$ cat src/rtl/muldiv_seq_if.sv
// muldiv_seq_if: handshake and operand/result bundle between the control unit
// and the iterative multiply/divide sequencer.
//   start, op, a, b  : request side (control unit drives)
//   busy, done       : sequencer status
//   div_zero         : divide-by-zero pulse, coincident with done
//   hilo_we          : HI/LO write strobe (done & ~div_zero)
//   hi, lo           : registered result pair, held until next completion
interface muldiv_seq_if;
  logic        start;
  logic        op;
  logic [31:0] a;
  logic [31:0] b;
  logic        busy;
  logic        done;
  logic        div_zero;
  logic        hilo_we;
  logic [31:0] hi;
  logic [31:0] lo;

  modport master (
    output start, op, a, b,
    input  busy, done, div_zero, hilo_we, hi, lo
  );

  modport slave (
    input  start, op, a, b,
    output busy, done, div_zero, hilo_we, hi, lo
  );
endinterface

$ cat src/rtl/muldiv_seq.sv
// muldiv_seq: iterative signed 32x32 multiply / 32/32 divide sequencer.
// A start in IDLE latches op/a/b; the operation runs on unsigned magnitudes
// for 32 steps (shift-add multiply or restoring divide), signs are fixed up
// in FIX, HI/LO are loaded on entry to DONE, and done pulses for one cycle.
// Divide by zero skips straight to DONE with div_zero set and HI/LO untouched.
// Ports:
//   clk    : clock, rising edge
//   reset  : synchronous, active-high, clears all state including HI/LO
//   bus    : muldiv_seq_if slave (start/op/a/b in; busy/done/div_zero/
//            hilo_we/hi/lo out)
module muldiv_seq (
  input  logic         clk,
  input  logic         reset,
  muldiv_seq_if.slave  bus
);

  typedef enum logic [2:0] {
    S_IDLE,
    S_PREP,
    S_RUN,
    S_FIX,
    S_DONE
  } state_t;

  state_t      r_state;
  state_t      w_next;

  logic        r_op;
  logic        r_dz;
  logic        r_neg_res;
  logic        r_neg_rem;
  logic [31:0] r_a;
  logic [31:0] r_b;
  // Multiplicand magnitude (MULT) or divisor magnitude (DIV).
  logic [31:0] r_opnd;
  // Multiplier bits shifting out (MULT) or dividend in / quotient out (DIV).
  logic [31:0] r_q;
  // Partial product (MULT) or partial remainder in [31:0] (DIV).
  logic [63:0] r_acc;
  logic [4:0]  r_cnt;
  logic [31:0] r_hi;
  logic [31:0] r_lo;

  logic        w_dz_req;
  logic        w_busy;
  logic        w_done;
  logic [31:0] w_abs_a;
  logic [31:0] w_abs_b;
  logic [32:0] w_msum;
  logic [63:0] w_mul_acc;
  logic [32:0] w_rsh;
  logic [32:0] w_rdiff;
  logic        w_qbit;
  logic [31:0] w_rnew;
  logic [63:0] w_prod;
  logic [31:0] w_quot;
  logic [31:0] w_rem;

  assign w_dz_req = bus.op & (bus.b == '0);

  // State register
  always_ff @(posedge clk) begin
    if (reset) r_state <= S_IDLE;
    else       r_state <= w_next;
  end

  // Next-state logic
  always_comb begin
    w_next = r_state;
    case (r_state)
      S_IDLE:  if (bus.start) w_next = w_dz_req ? S_DONE : S_PREP;
      S_PREP:  w_next = S_RUN;
      S_RUN:   if (r_cnt == 5'd31) w_next = S_FIX;
      S_FIX:   w_next = S_DONE;
      S_DONE:  w_next = S_IDLE;
      default: w_next = S_IDLE;
    endcase
  end

  // Output logic
  always_comb begin
    w_busy = 1'b0;
    w_done = 1'b0;
    case (r_state)
      S_PREP, S_RUN, S_FIX: w_busy = 1'b1;
      S_DONE:               w_done = 1'b1;
      default:              ;
    endcase
  end

  assign bus.busy     = w_busy;
  assign bus.done     = w_done;
  assign bus.div_zero = w_done & r_dz;
  assign bus.hilo_we  = w_done & ~r_dz;
  assign bus.hi       = r_hi;
  assign bus.lo       = r_lo;

  // Magnitudes; 0x80000000 negates to itself, which is the correct unsigned value.
  assign w_abs_a = r_a[31] ? ('0 - r_a) : r_a;
  assign w_abs_b = r_b[31] ? ('0 - r_b) : r_b;

  // Shift-add step: add multiplicand into the upper half when the current
  // multiplier bit is set, then shift the whole accumulator right by one.
  assign w_msum    = {1'b0, r_acc[63:32]} + {1'b0, (r_q[0] ? r_opnd : '0)};
  assign w_mul_acc = {w_msum, r_acc[31:1]};

  // Restoring step: shift next dividend bit into the remainder and try the
  // subtract; a borrow in bit 32 means keep the shifted remainder.
  assign w_rsh   = {r_acc[31:0], r_q[31]};
  assign w_rdiff = w_rsh - {1'b0, r_opnd};
  assign w_qbit  = ~w_rdiff[32];
  assign w_rnew  = w_qbit ? w_rdiff[31:0] : w_rsh[31:0];

  // Sign fix-up of the unsigned results
  assign w_prod = r_neg_res ? ('0 - r_acc) : r_acc;
  assign w_quot = r_neg_res ? ('0 - r_q) : r_q;
  assign w_rem  = r_neg_rem ? ('0 - r_acc[31:0]) : r_acc[31:0];

  // Datapath
  always_ff @(posedge clk) begin
    if (reset) begin
      r_op      <= 1'b0;
      r_dz      <= 1'b0;
      r_neg_res <= 1'b0;
      r_neg_rem <= 1'b0;
      r_a       <= '0;
      r_b       <= '0;
      r_opnd    <= '0;
      r_q       <= '0;
      r_acc     <= '0;
      r_cnt     <= '0;
      r_hi      <= '0;
      r_lo      <= '0;
    end else begin
      case (r_state)
        S_IDLE: begin
          if (bus.start) begin
            r_op <= bus.op;
            r_a  <= bus.a;
            r_b  <= bus.b;
            r_dz <= w_dz_req;
          end
        end
        S_PREP: begin
          r_neg_res <= r_a[31] ^ r_b[31];
          r_neg_rem <= r_a[31];
          r_opnd    <= r_op ? w_abs_b : w_abs_a;
          r_q       <= r_op ? w_abs_a : w_abs_b;
          r_acc     <= '0;
          r_cnt     <= '0;
        end
        S_RUN: begin
          r_cnt <= r_cnt + 5'd1;
          if (r_op) begin
            r_acc <= {32'd0, w_rnew};
            r_q   <= {r_q[30:0], w_qbit};
          end else begin
            r_acc <= w_mul_acc;
            r_q   <= {1'b0, r_q[31:1]};
          end
        end
        S_FIX: begin
          if (r_op) begin
            r_hi <= w_rem;
            r_lo <= w_quot;
          end else begin
            r_hi <= w_prod[63:32];
            r_lo <= w_prod[31:0];
          end
        end
        default: ;
      endcase
    end
  end

endmodule

$ cat src/flat_wrapper.sv
// flat-port wrapper written by rule: the top's interface ports become plain ports
module muldiv_seq_flat 
  (clk, reset, bus_start, bus_op, bus_a, bus_b, bus_busy, bus_done, bus_div_zero, bus_hilo_we, bus_hi, bus_lo);
  muldiv_seq_if bus_i ();
  input  logic clk;
  input  logic reset;
  input wire logic [$bits(bus_i.start)-1:0] bus_start;
  input wire logic [$bits(bus_i.op)-1:0] bus_op;
  input wire logic [$bits(bus_i.a)-1:0] bus_a;
  input wire logic [$bits(bus_i.b)-1:0] bus_b;
  output wire logic [$bits(bus_i.busy)-1:0] bus_busy;
  output wire logic [$bits(bus_i.done)-1:0] bus_done;
  output wire logic [$bits(bus_i.div_zero)-1:0] bus_div_zero;
  output wire logic [$bits(bus_i.hilo_we)-1:0] bus_hilo_we;
  output wire logic [$bits(bus_i.hi)-1:0] bus_hi;
  output wire logic [$bits(bus_i.lo)-1:0] bus_lo;
  assign bus_i.start = bus_start;
  assign bus_i.op = bus_op;
  assign bus_i.a = bus_a;
  assign bus_i.b = bus_b;
  assign bus_busy = bus_i.busy;
  assign bus_done = bus_i.done;
  assign bus_div_zero = bus_i.div_zero;
  assign bus_hilo_we = bus_i.hilo_we;
  assign bus_hi = bus_i.hi;
  assign bus_lo = bus_i.lo;
  muldiv_seq u_core (.clk(clk), .reset(reset), .bus(bus_i));
endmodule
$ cat config.mk
export PLATFORM = sky130hd
export DESIGN_NAME = muldiv_seq_flat
export DESIGN_NICKNAME = d
export VERILOG_FILES = /design/src/rtl/muldiv_seq_if.sv /design/src/rtl/muldiv_seq.sv /design/src/flat_wrapper.sv
export SDC_FILE = /design/constraint.sdc
export NUM_CORES = 1
export LEC_CHECK = 0
export CORE_ASPECT_RATIO = 0.6
export CORE_MARGIN = 3
export CORE_UTILIZATION = 40
export CTS_BUF_LIST = sky130_fd_sc_hd__clkbuf_4 sky130_fd_sc_hd__clkbuf_8
export CTS_CLUSTER_DIAMETER = 80
export CTS_CLUSTER_SIZE = 10
export DETAILED_ROUTE_END_ITERATION = 8
export PLACE_DENSITY = 0.61
export SLEW_MARGIN = 20
export SYNTH_ARGS = -nofsm -noshare
export SYNTH_HDL_FRONTEND = slang
export SYNTH_SLANG_ARGS = --single-unit
$ cat constraint.sdc
create_clock -name clk -period 5.22 [get_ports clk]
set_input_delay 0.522 -clock clk [delete_from_list [all_inputs] [get_ports clk]]
set_output_delay 0.522 -clock clk [all_outputs]
set_load 0.02 [all_outputs]
* Word-level counts from Yosys, hierarchy flattened *
Index checks and enable logic that the tools add are counted.

word-level totals
  logic and storage cells = 62
  output and inout port bits = 68
  bits of input ports = 68
  bits in registers = 268

cells by class
  mux-type cells = 22
  $add $sub $neg = 8
  reductions and logical operators = 6
  equality and inequality tests = 7
  bitwise logic cells = 6

operators with widths
  kind                     number
  $mux W32                 11
  $mux W64                 2
  $pmux W64 S2             1
  $sub A1 B32 Y32 const A  4
  $pmux W32 S2             1
  $sub A1 B64 Y64 const A  1
  $add A32 B32 Y33         1
  $sub A33 B32 Y33         1
  $logic_not A32 Y1        1
  $pmux W3 S4              1
  $pmux W5 S2              1
  $mux W3                  3
  $eq A3 B2 Y1 const B     2
  $add A5 B1 Y5 const B    1
  $eq A5 B5 Y1 const B     1
  $reduce_and A2 Y1        2
  $and A1 B1 Y1            3
  $eq A3 B1 Y1 const B     1
  $eq A3 B3 Y1 const B     1
  $logic_not A3 Y1         1
  $reduce_or A3 Y1         1
  $mux W1                  2
  $ne A2 B1 Y1 const B     1
  $ne A2 B2 Y1 const B     1
  other kinds (3)          4

* Logic depth before layout (Yosys ltp) *
Gate-level depths: netlist of the first run.

  word-level depth = 5
  depth in mapped cells = 14
  mapped depth without buffers = 13

* Worst setup path after synthesis of the first run *
No wires, ideal clock.

  kind = reg-to-reg
  from = register u_core.r_q[0]
  to = register u_core.r_lo[28], in the netlist u_core.bus.lo[28]
  clock period less this slack = 3.744 ns
  stages on the path, launching flop included = 13
  arrival = 3.674 ns
  setup time = 0.070 ns
  required time = 5.150 ns
  path buffers = 1
  setup slack = 1.476 ns
  path through = dfxtp_1 -> inv_1 -> clkbuf_1 -> ha_1 -> or3b_1 -> or4_4 -> or4_4 -> or4_4 -> or2_4 -> o21ai_0 -> xor2_1 -> a211o_1 -> a21oi_1

between the ends
  word-level cells in the longest chain between the ends = 3

ends and longest elaborated chain
  item                      RTL line           RTL
  start: declaration        muldiv_seq.sv:37   logic [31:0] r_q;
  start signal: assignment  muldiv_seq.sv:148  r_q <= r_op ? w_abs_a : w_abs_b;
  start signal: assignment  muldiv_seq.sv:156  r_q <= {r_q[30:0], w_qbit};
  start signal: assignment  muldiv_seq.sv:159  r_q <= {1'b0, r_q[31:1]};
  $sub A1 B32 Y32           muldiv_seq.sv:116  assign w_quot = r_neg_res ? ('0 - r_q) : r_q;
  $mux W32                  muldiv_seq.sv:116
  $mux W32                  muldiv_seq.sv:163  if (r_op) begin
  end signal: assignment    muldiv_seq.sv:165  r_lo <= w_quot;
  end signal: assignment    muldiv_seq.sv:168  r_lo <= w_prod[31:0];
  end: declaration          muldiv_seq.sv:42   logic [31:0] r_lo;

No other way between the ends.
A chain may end at the register's enable or synchronous reset.

* Worst setup path after layout of the first run *
  from = register u_core.r_q[31]
  to = register u_core.r_q[0]

between the ends
  word-level cells in the longest chain between the ends = 4

ends and longest elaborated chain
  item              RTL line           RTL
  $sub A33 B32 Y33  muldiv_seq.sv:110  assign w_rdiff = w_rsh - {1'b0, r_opnd};
  $not A1 Y1        muldiv_seq.sv:111  assign w_qbit = ~w_rdiff[32];
  $mux W32          muldiv_seq.sv:154  if (r_op) begin
  $pmux W32 S2      muldiv_seq.sv:135  case (r_state)

No other way between the ends.

==> impl_metrics.toml, run 1 <==
[route]
vias = 18710
wl_per_cell_um = 21.09
drcViolationCount = 0
drtIter0Drc = 1906
firstDrtPassIters = 6
ant_nets = 0
wirelength_um = 66290
viasPerCell = 5.953

[power]
max-vdd-ir-drop_v = 0.0001646
pwr_density_cell_nw_per_um2 = 242.3
power.leakage_nw = 7.613

[hold_path]
min_to = "u_core.r_opnd[14]"
hp-start = "reset"
hp-class = "in -> reg"
hold_depth = 2

[sta]
setup_ws_ns = 1.126
slew_viol_final = 0
rsz0062_at_grt = "false"
hold_viol = 0
fmax_mhz = 244.3
fin_crit_ns = 4.094
fin_skew_ns = 0.03208
setup-violations-final = 0
fin_crit_sh_pct = 78.43
relSlewSlack_pct = 26.18
tns_ns = 0
tightest_slew_ns = 1.079

[cts]
cts_buffers = 30
clock_latency_ns = 0.65
ctsHoldBuffers = 0
cts_tree = "yes"
cts-resized-gates = 0
cts_max_level = 1
post_cts_buffers = 0
numClockSinks = 268
clk_path_buf_depth = 3
clk_pin_slew_ns = 0.08
cts_root_buf = "clkbuf_8"

[critical_path]
worstSetupPathType = "reg -> reg"
cp_max_fo = 44
cp.depth = 13
path_common_cell = "a21oi_1"
start_kind = "register"
crit_required_ns = 5.79
cpPeakStageDelay_ns = 0.55
cp.buffers_inverters = 2
cp_slowest_cell = "buf_4"
reg2reg_from = "u_core.r_q[31]"
rr_endpoint = "u_core.r_q[0]"
cp_cell_sequence = "inv_1 -> ha_1 -> fa_1 -> nand2b_1 -> a21oi_1 -> o21a_1 -> a21oi_1 -> or3_1 -> a22oi_2 -> buf_4 -> mux4_2 -> o21ai_0 -> a21oi_1"
cp-end-kind = "register"
crit_arrival_ns = 4.66
path_delay_family = "compound AO/OA/AOI/OAI gates"
reg2reg_depth = 13
r2r_slack_ns = 1.13

[yosys]
syn-num-nets = 2655
async_flop_share_pct = 0
ys.flop_type = "dfxtp_1"
yosysUniqueCellTypes = 68
synth_edf_count = 0
netlist_area_um2 = 18600
ys_seq_elements = 268
seq_area_frac_synth_pct = 28.84
avgSynthCellArea_um2 = 7.396
netlist_instances = 2515
yosysWarnings = 0

[floorplanning]
num_rows = 60
coreArea_um2 = 45340
dieHeight_um = 173.0
die_w_um = 284.4
fp.dieArea_um2 = 49210
start_util_pct = 41.02
io_pins = 136

[global_routing]
grt.overflow.total = 0
grt_max_degree = 85
grt_use_total_pct = 26.17
antenna_found_initial = 0
grt_pass1_wl_um = 102700
first_global_vias = 17020

[layout]
nets = 2662
fin_util_pct = 45.75
areaGrowthSynthToFinish_pct = 11.53
layout-drive-gt1-share_pct = 4.043
fillerInstances = 4672
num_antenna_cells = 0

[outcome]
status = "completed"

[placed_design]
dp_slack_ns = 1.256
portBuffers = 135
place_congestion = 0.9869
post-dp-hpwl_um = 50000

[flow_run]
cap_viol_max_count = 0
==> synth_stat cells, types with 7 or more instances <==
master / n / area share (%)
o21ai_0: 165 / 4.4
clkbuf_1: 171 / 3.5
ha_1: 70 / 4.7
o21a_1: 16 / 0.65
a21oi_1: 245 / 6.6
a211oi_1: 72 / 2.9
a21o_1: 22 / 0.89
or2_2: 10 / 0.34
a22oi_1: 31 / 1.3
a31oi_1: 16 / 0.54
nor2_1: 198 / 4.0
or4_1: 31 / 1.3
or3_1: 34 / 1.1
nor4_1: 18 / 0.61
o31ai_1: 44 / 1.8
nor3b_1: 8 / 0.32
nand2_1: 404 / 8.2
xor2_1: 80 / 3.8
nor2b_1: 13 / 0.44
and3_1: 22 / 0.74
o22ai_1: 12 / 0.40
nand3_1: 22 / 0.59
and2_1: 9 / 0.30
buf_1: 17 / 0.34
mux2i_1: 58 / 3.1
a221oi_1: 8 / 0.38
inv_1: 67 / 1.4
o41ai_1: 23 / 1.1
nor3_1: 41 / 1.1
dfxtp_1: 268 / 29
a32oi_1: 7 / 0.33
nand4_1: 13 / 0.44
o31a_1: 7 / 0.33
o21bai_1: 9 / 0.36
nand2b_1: 26 / 0.87
xnor2_1: 136 / 6.4
o211ai_1: 59 / 2.4
==> state kept, by name (all words and copies together), names as in the netlist <==
| name | flops |
|---|---|
| u_core.r_acc | 64 |
| u_core.bus.hi | 32 |
| u_core.bus.lo | 32 |
| u_core.r_a | 32 |
| u_core.r_b | 32 |
| u_core.r_opnd | 32 |
| u_core.r_q | 32 |
| u_core.r_cnt | 5 |
| u_core.r_state | 3 |
| u_core.r_dz | 1 |
| u_core.r_neg_rem | 1 |
| u_core.r_neg_res | 1 |
| u_core.r_op | 1 |
==> metrics by stage <==
step,area (um^2),total power [mW],hold slack (ns),cells
floorplan,18600,3.291,0.4319,2515
global placement,20290,3.705,0.4288,3110
detailed placement,20290,3.718,0.4323,3110
CTS,20740,5.039,0.2949,3143
global route,20750,5.288,0.3535,3143
finish,20750,5.026,0.3650,3143
==> area by class of cell <==
| cell class | count | area [um^2] | area share [%] |
|---|---|---|---|
| Clock buffer | 32 | 434.2 | 2.093 |
| Clock inverter | 1 | 8.758 | 0.04222 |
| Inverter | 67 | 251.5 | 1.212 |
| Multi-Input combinational cell | 1990 | 12330 | 59.42 |
| Sequential cell | 268 | 5371 | 25.89 |
| Tap cell | 620 | 775.7 | 3.739 |
| Timing Repair Buffer | 165 | 1578 | 7.605 |
==> worst register-to-register path, delay by kind of cell, from the launching register on <==
family	cells	cell delay (ns)
buffers and inverters	2	0.68
muxes	1	0.41
DFF	1	0.48
adders and majority gates	2	0.63
AOI/OAI and AO/OA	6	1.24
and+or+nand+nor	2	0.61
==> cell usage in the layout (no fill, tap or decap), types with 16 or more instances in the layout <==
master,netlist,layout
buf_4,0,30
or4_1,31,31
o21a_1,16,16
a22oi_1,31,30
dfxtp_1,268,265
nor2_1,198,195
a21oi_1,245,245
o41ai_1,23,22
o31ai_1,44,44
nand3_1,22,22
o21ai_0,165,165
and3_1,22,22
a21o_1,22,22
inv_1,67,66
xor2_1,80,80
ha_1,70,70
nor4_1,18,18
or3_1,34,34
nor3_1,41,39
nand2b_1,26,26
clkbuf_8,0,31
nand2_1,404,404
mux2i_1,58,58
xnor2_1,136,136
a31oi_1,16,16
clkdlybuf4s50_1,0,134
o211ai_1,59,59
a211oi_1,72,72
==> layer usage <==
metal,GRT usage (%),vias to the layer above,part of all wire [%]
li1,-,8961,-
met1,40.78,8925,49
met5,0,-,0
met3,6.943,81,10
met2,35.10,744,38
met4,5.715,0,2.4
==> how the worst max path moves through the flow <==
| stage | to | start | slack (ns) |
|---|---|---|---|
| 2_1_floorplan | u_core.bus.lo[28] | u_core.r_q[0] | 1.48 |
| 3_3_place_gp | u_core.r_q[0] | u_core.r_q[31] | 1.32 |
| 3_5_place_dp | u_core.r_q[0] | u_core.r_q[31] | 1.26 |
| 4_1_cts | u_core.r_q[0] | u_core.r_q[31] | 1.26 |
| 5_1_grt | u_core.r_q[0] | u_core.r_q[31] | 0.89 |
| 6_report | u_core.r_q[0] | u_core.r_q[31] | 1.13 |
==> cells by family after synthesis <==
logic type / synth area share (%)
compound gates: 25.98
mux: 3.484
buf+inv: 5.199
fa+ha+maj: 4.924
flops: 28.84
xor+xnor: 10.17
simple gates: 21.40
==> power by group <==
group | internal, mW | switching, mW
combinational | 0.546 | 0.907
clock | 0.535 | 0.784
sequential | 2.12 | 0.131
total | 3.20 | 1.82
No activity file was read; power rests on OpenSTA's default activity.
==> inputs of run 2 (changes only) <==
- PLACE_DENSITY: 0.61 -> 0.63
- clock period: 5.22 -> 3.4 ns (I/O delays scaled with it)
==> impl_metrics.toml, run 2 (synthesis gave the netlist of run 1 again) <==
[global_routing]
grt_use_total_pct = 26.68
grt.overflow.total = 0
first_global_vias = 17490
antenna_found_initial = 0
grt_max_degree = 99
grt_pass1_wl_um = 105100

[sta]
hold_viol = 0
fin_crit_sh_pct = 99.93
rsz0062_at_grt = "true"
setup-violations-final = 0
fmax_mhz = 294.3
relSlewSlack_pct = 36.81
tns_ns = 0
fin_skew_ns = 0.04098
fin_crit_ns = 3.398
slew_viol_final = 0
tightest_slew_ns = 0.9478
setup_ws_ns = 0.002494

[critical_path]
worstSetupPathType = "reg -> reg"
cp-end-kind = "register"
cpPeakStageDelay_ns = 0.48
crit_arrival_ns = 3.90
cp_slowest_cell = "or4_4"
path_delay_family = "simple AND/OR/NAND/NOR gates"
start_kind = "register"
cp_cell_sequence = "inv_2 -> ha_2 -> or3b_4 -> or4_4 -> or4_4 -> or4_4 -> or2_4 -> o41ai_4 -> xnor2_1 -> a211oi_2 -> nor3_1"
crit_path_start = "u_core.r_q[0]"
cp.buffers_inverters = 1
cp_max_fo = 5
path_common_cell = "or4_4"
reg2reg_from = "u_core.r_q[0]"
crit_required_ns = 3.91

[placed_design]
post-place-cells = 3239
dp_slack_ns = -0.1896
dpl_cell_area_um2 = 21340
portBuffers = 135
place_congestion = 0.9676
post-dp-hpwl_um = 52710

[floorplanning]
coreArea_um2 = 45340
die_w_um = 284.4
io_pins = 136
num_rows = 60
dieHeight_um = 173.0
start_util_pct = 41.02
fp.dieArea_um2 = 49210

[layout]
layout-drive-gt1-share_pct = 10.02
largest_reg_flops = 64
areaGrowthSynthToFinish_pct = 18.17
final_cell_mix = "404 x nand2_1, 265 x dfxtp_1, 241 x a21oi_1"
stdcell_count = 3275
nets = 2793
final_area_um2 = 21980
top_register = "u_core.r_acc"
final_common_cell = "nand2_1"
num_antenna_cells = 0
fillerInstances = 4524

[route]
drcViolationCount = 0
viasPerCell = 5.919
wirelength_um = 68570
vias = 19390
firstDrtPassIters = 5
drtIter0Drc = 2160
wl_per_cell_um = 20.94
ant_nets = 0

[power]
max-vdd-ir-drop_v = 0.0002768
finalPower_mw = 8.052
power.leakage_nw = 8.332
pwr_density_cell_nw_per_um2 = 366.3

[flow_run]
cap_viol_max_count = 0

[cts]
numClockSinks = 268
clk_path_buf_depth = 3
clk_pin_slew_ns = 0.08
cts_tree = "yes"
cts_buffers = 30
clock_latency_ns = 0.66
cts_root_buf = "clkbuf_8"
cts_max_level = 1

[hold_path]
hp-start = "reset"
hp-class = "in -> reg"

[outcome]
status = "completed"
## run 2: changes by cell type in the layout (fill, tap and decap cells not counted), moves of 3 or more
cell | before | now
nor4_2 | 0 | 5
a211oi_2 | 1 | 4
nor4_1 | 18 | 13
o31ai_1 | 44 | 41
or4_1 | 31 | 27
a211oi_1 | 72 | 69
a21oi_1 | 245 | 241
or4_4 | 4 | 8
buf_4 | 30 | 152
buf_12 | 0 | 8
o31ai_2 | 0 | 3
o21ai_0 | 165 | 159
o21ai_1 | 0 | 5
a21oi_2 | 0 | 4
## run 2: where the power goes
| group | switching [mW] | internal (mW) |
|---|---|---|
| logic | 1.51 | 1.04 |
| registers | 0.182 | 3.26 |
| clock network | 1.24 | 0.823 |
| total | 2.93 | 5.12 |
## run 2: metal layers
| layer | up-vias | track usage, % | wire (um) | part of all wire [%] |
|---|---|---|---|---|
| met3 | 71 | 4.783 | 6529 | 9.5 |
| met2 | 799 | 36.87 | 26770 | 39 |
| met5 | - | 0 | 0 | 0 |
| met1 | 9304 | 42.68 | 34140 | 50 |
| li1 | 9212 | - | - | - |
| met4 | 0 | 4.345 | 1131 | 1.6 |
## run 2: path summary, 6_finish.rpt
check                                    endpoint  slack (ns)  cells past startpoint
worst max-delay path            u_core.bus.lo[30]       0.002                     11
worst min-delay path             u_core.r_opnd[7]        0.07                      2
worst max register to register  u_core.bus.lo[30]       0.002                     11
worst min register to register  u_core.bus.hi[23]        0.44                      2
## run 2: worst register-to-register path: stages, from the launching register on
cell      delay [ns]
dfxtp_2         0.35
inv_2           0.08
ha_2            0.18
or3b_4          0.39
or4_4           0.43
or4_4           0.48
or4_4           0.47
or2_4           0.27
o41ai_4         0.21
xnor2_1         0.12
a211oi_2        0.22
nor3_1          0.06
## run 2: what timing repair did
action / in CTS / in global routing
endpoints found under the setup margin: 4 / 59
setup buffers: 0 / 2
resized for setup: 4 / 39
hold buffers: 0 / 0
cloned: 0 / 0
pin swaps: 0 / 3
## run 2: through the flow
stage	hold slack, ns	util, %
global placement	0.4294	47.06
finish	0.07298	48.48
global route	0.06991	48.48
floorplan	0.4319	-
CTS	0.02093	48.10
detailed placement	0.4315	47.06
## run 2: final cells by class
type	instances	area, um^2	share of cell area (%)
clock buffers	33	435.4	1.981
clock inverters	1	8.758	0.03985
flip-flops and latches	268	5371	24.44
well taps	620	775.7	3.529
repair buffers	296	2669	12.14
multi-input cells	1990	12470	56.73
inverters	67	251.5	1.144
